$ cat config.mk
export PLATFORM = sky130hd
export DESIGN_NAME = gear20_100
export DESIGN_NICKNAME = d
export VERILOG_FILES = /design/src/rtl/gear_pkg.sv /design/src/rtl/gear20_100.sv
export SDC_FILE = /design/constraint.sdc
export NUM_CORES = 1
export LEC_CHECK = 0
export BUFFER_PORTS_ARGS = -buffer_cell sky130_fd_sc_hd__buf_2
export CAP_MARGIN = 10
export CORE_AREA = 2 2 106 159
export DETAILED_ROUTE_END_ITERATION = 8
export DIE_AREA = 0 0 108 161
export PLACE_DENSITY = 0.73
export RECOVER_POWER = 25
export SLEW_MARGIN = 20
export SYNTH_ARGS = -nofsm -noshare
export SYNTH_HDL_FRONTEND = slang
export SYNTH_SLANG_ARGS = --single-unit
$ cat constraint.sdc
create_clock -name clk -period 1.4 [get_ports clk]
set_clock_uncertainty 0.1 [all_clocks]
set_input_delay 0.28 -clock clk [delete_from_list [all_inputs] [get_ports clk]]
set_output_delay 0.28 -clock clk [all_outputs]
set_load 0.02 [all_outputs]
$ cat src/rtl/gear_pkg.sv
// Shared definitions for the 20->100 frame reassembly stage.
//   W_GEAR / N_GEAR : default word width and words per frame
//   phase_t         : word-position counter within a group
//   gear_sync_t     : alignment state (words are dropped until first strobe)
package gear_pkg;
  localparam int W_GEAR  = 20;
  localparam int N_GEAR  = 5;
  localparam int PHASE_W = (N_GEAR > 1) ? $clog2(N_GEAR) : 1;

  typedef bit [PHASE_W-1:0] phase_t;

  typedef enum logic {
    UNSYNC = 1'b0,
    SYNC   = 1'b1
  } gear_sync_t;
endpackage

$ cat src/rtl/gear20_100.sv
// gear20_100 : collects groups of N W-bit words into one N*W-bit frame.
// Ports:
//   clk, rst      : clock (posedge) and synchronous active-high reset
//   D, D_en       : input word and its live-cycle qualifier
//   D_first       : with D_en, marks word 0 of a group (realigns phase)
//   Q, Q_valid    : assembled frame and its one-deep holding register flag
//   Q_ready       : consumer takes Q on a cycle with Q_valid
//   resync        : one-cycle pulse, strobe arrived mid-group
//   overrun       : sticky, a completed frame found the holding reg full
module gear20_100
  import gear_pkg::*;
#(
  parameter int W         = W_GEAR,
  parameter int N         = N_GEAR,
  parameter bit FIRST_LSB = 1'b1
) (
  input  logic           clk,
  input  logic           rst,
  input  logic [W-1:0]   D,
  input  logic           D_en,
  input  logic           D_first,
  output logic [N*W-1:0] Q,
  output logic           Q_valid,
  input  logic           Q_ready,
  output logic           resync,
  output logic           overrun
);

  localparam int PW = (N > 1) ? $clog2(N) : 1;

  gear_sync_t     state_q,   state_d;
  logic [PW-1:0]  phase_q,   phase_d;
  logic [N*W-1:0] acc_q,     acc_d;
  logic [N*W-1:0] q_q,       q_d;
  logic           qv_q,      qv_d;
  logic           resync_q,  resync_d;
  logic           overrun_q, overrun_d;

  logic           accept;
  logic           complete;
  logic           free;
  logic [PW-1:0]  wr_phase;

  always_comb begin
    state_d   = state_q;
    phase_d   = phase_q;
    acc_d     = acc_q;
    q_d       = q_q;
    qv_d      = qv_q;
    resync_d  = 1'b0;
    overrun_d = overrun_q;

    // A strobed word is always accepted and always lands in slot 0;
    // unstrobed words count only once aligned.
    accept   = D_en && (D_first || (state_q == SYNC));
    wr_phase = D_first ? '0 : phase_q;
    complete = accept && (wr_phase == PW'(N-1));
    free     = !qv_q || Q_ready;

    if (accept) begin
      for (int s = 0; s < N; s++) begin
        if (wr_phase == PW'(s)) begin
          if (FIRST_LSB) acc_d[s*W +: W]       = D;
          else           acc_d[(N-1-s)*W +: W] = D;
        end
      end
      phase_d = (wr_phase == PW'(N-1)) ? '0 : wr_phase + PW'(1);
    end

    if (D_en && D_first) begin
      state_d = SYNC;
      // Only a strobe that interrupts a partly filled group is a resync.
      if (state_q == SYNC && phase_q != '0) resync_d = 1'b1;
    end

    // acc_d already carries the completing word, so the frame is whole.
    if (complete) begin
      if (free) begin
        q_d  = acc_d;
        qv_d = 1'b1;
      end else begin
        overrun_d = 1'b1;
      end
    end else if (qv_q && Q_ready) begin
      qv_d = 1'b0;
    end
  end

  always_ff @(posedge clk) begin
    if (rst) begin
      state_q   <= UNSYNC;
      phase_q   <= '0;
      acc_q     <= '0;
      q_q       <= '0;
      qv_q      <= 1'b0;
      resync_q  <= 1'b0;
      overrun_q <= 1'b0;
    end else begin
      state_q   <= state_d;
      phase_q   <= phase_d;
      acc_q     <= acc_d;
      q_q       <= q_d;
      qv_q      <= qv_d;
      resync_q  <= resync_d;
      overrun_q <= overrun_d;
    end
  end

  assign Q       = q_q;
  assign Q_valid = qv_q;
  assign resync  = resync_q;
  assign overrun = overrun_q;

endmodule

==> run summary <==
Largest fanout on the critical path - 5
Nature of the critical path endpoint - flop
Post-Place Setup Slack - -375 ps
Synthesis-to-layout area growth - 55.6%
Yosys warns - 0
Post-synthesis compound-gate area fraction - 27.6%
Core box area - 0.0160 sq mm
Initial Util - 49.7%
Async set-reset flop share out of synthesis - 0%
Post-Synth Adder-Cell Area - 0%
CP top delay family - simple AND/OR/NAND/NOR gates
DRT iter0 DRCs - 986
CTS tree - done
Post-Syn Nets - 901
Area of the multi-input gates - 0.00484 sq mm
Max clock buf depth - 2
DRT Pass-1 Iters - 5
Worst hold path class - input port to flop
Filler instances - 912
Die span in x - 108 um
CP arrival - 2210 ps
Post-DR wirelength/cell - 27.7 um
Final instance area - 0.0124 sq mm
I/O Pins - 128
Mapped Cells - 876
Max Transition Viols Final - 0
First-pass GRT wire length - 44.3 mm
Power density cells - 955 mW/mm^2
Post-Synthesis Cell Area - 0.00797 sq mm
Post-route antenna net violation count - 0
Worst Tran Pin Value - 568 ps
Hold_buf cts - 0
Status - complete, but fails checks
Die area - 0.0174 sq mm
H-tree lvl count - 4
M3 GR Usage - 6.09%
HPWL Detailed - 15.8 mm
Max-Cap Viols - 0
CTS clk-pin slew, worst paths - 70 ps
# port buffers - 127
CTS root buf - clkbuf_16
Max rail drop VDD - 0.922 mV
Die Span Y - 161 um
Post-synth EDFFs - 0
Total number of vias - 9,017
DRC violations left - 0
Layout Cells excl Fill - 1,264
Vias in the first global route - 7,996
Top area cells in the synthesized netlist - dfxtp_1 (47%), nand4_1 (7.8%), a21oi_1 (6.4%)
Crit path kind - flop to flop
Synth area leader - dfxtp_1
Startpoint types - flop
Met1 Track Usage GR - 39.5%
Critical Path, Cell by Cell - nor4bb_4, buf_12, buf_12, buf_12, nand4_1, a21oi_2
P_leak - 4.46 nW
Worst Path Buf+Inv - 3
Num CTS Buffers - 17
Worst EP required - 1640 ps
Top-area cell type share of the netlist area - 47.0%
Seq/Total Area, Yosys - 47.0%
Tot GR Track Use - 32.4%
GP Congestion - 0.828
Setup ws final - -576 ps
Failing checks - negative setup slack
Clk_lat worst skew - 440 ps
Post-synthesis simple-gate area fraction - 17.7%
GR Util met2 - 53.6%
Vias per inst - 7.13
# diodes - 0
TNS Setup - -45,310 ps
Sink Count - 187
RSZ-0062 raised after global routing - yes
Dpl cell area - 0.00969 sq mm
XOR/XNOR share of the synthesized area - 0.110%
Seq cells post-synth - 187
Fmax - 0.506 GHz
Most used routing layer - met2
Total grt overflow - 0
Cell mode on critical path - buf_12
Dpl cells - 1,176
Post-synth cell types - 33
Combinational family with the most area after synthesis - compound AO/OA/AOI/OAI gates
Largest net degree at the start of global routing - 57
Final cycle utilization of the critical path - 141%
Sequential cell area - 0.00376 sq mm
Max_slew headroom - 62.1%
Mux share of post-synthesis cell area - 0%
Setup violators final - 198
Fraction of layout cells with a size suffix above 1 - 49.3%
Rows - 57
CP max stage delay - 380 ps
Layout Nets - 1,070
Total wire length - 35.0 mm
Crit-path slowest cell - dfxtp_4
Ys flop type - dfxtp_1
Final Hold Viols - 0
Syn Area/Cell - 9.10 sq um
Tmin final - 1980 ps
Initial antenna violation count - 0
==> through the flow <==
| stage | hold WS (ps) | power [mW] | util [%] |
|---|---|---|---|
| after floorplan | 330 | 5.97 | - |
| after global placement | 349 | 6.34 | 60.4 |
| after detailed placement | 358 | 6.35 | 60.4 |
| after CTS | 26.4 | 11.5 | 69.8 |
| after global routing | 12.8 | 12.1 | 77.3 |
| final | 22.7 | 11.8 | 77.3 |
==> where the power goes <==
group	switching, mW	leakage (nW)	internal [mW]	total, mW
Clock	2.24	0.305	2.93	5.17
Combinational	0.718	2.64	0.522	1.24
Sequential	0.0598	1.52	5.37	5.43
Total	3.02	4.46	8.82	11.8
==> cell usage after synthesis (2+ instances only) <==
library cell	number
dfxtp_1	187
a21oi_1	102
nand4_1	100
clkbuf_1	87
a31oi_1	81
o21ai_0	62
a211oi_1	44
o31ai_1	40
buf_2	30
nand3_1	20
nand4b_1	20
nor3b_1	20
or4b_2	20
a211oi_2	18
buf_4	6
nor2_1	6
buf_1	5
buf_6	5
nand2b_1	4
nor4bb_1	3
inv_1	2
nand4bb_1	2
nor2b_1	2
==> what timing repair did <==
action / in CTS / in global routing
endpoints found under the setup margin: 188 / 191
setup buffers: 15 / 22
gates cloned: 11 / 13
pin swaps: 100 / 59
resized for setup: 149 / 184
==> path summary, 6_finish.rpt <==
kind	startpoint	to	slack, ps	depth (start not counted)
setup / recovery	phase_q[0]	Q[99]	-580	6
hold reg to reg	overrun	overrun	360	2
hold / removal	rst	Q[9]	20	2
setup reg to reg	phase_q[0]	Q[99]	-580	6
==> logic make-up after synthesis <==
group           count (synthesis)
simple gates                  204
flops                         187
buf+inv                       135
compound gates                349
xor+xnor                        1
==> routing by layer <==
metal  wire (um)  share of wire [%]  vias up
li1            -                  -     3774
met1       11600                 33     4281
met2       16700                 48      727
met3        3790                 11      235
met4        2900                8.3        0
met5           0                  0        -
==> layout by cell type, fill, tap and decap left out, drive strengths merged, types with 6 or more instances in the layout <==
cell type  count
a211oi        62
a21oi        102
a31oi         81
buf          270
clkbuf        32
clkinv         7
dfxtp        187
nand3         20
nand4        100
nand4b        20
nor2           6
nor3b         20
o21ai         62
o31ai         40
or4b          20
==> registers in the layout, indices dropped and copies added (netlist names) <==
register / count
state_q: 1
resync: 1
phase_q: 3
acc_q: 80
Q: 100
overrun: 1
Q_valid: 1
==> layout make-up <==
cell class | count | share of cell area [%]
repair buffers | 283 | 23.5
clock inverters | 12 | 1.30
clock buffers | 20 | 3.68
flip-flops and latches | 187 | 30.3
well taps | 206 | 2.08
multi-input cells | 554 | 39.0
inverters | 2 | 0.0605
Note: power is estimated with default switching activity, not from simulation.
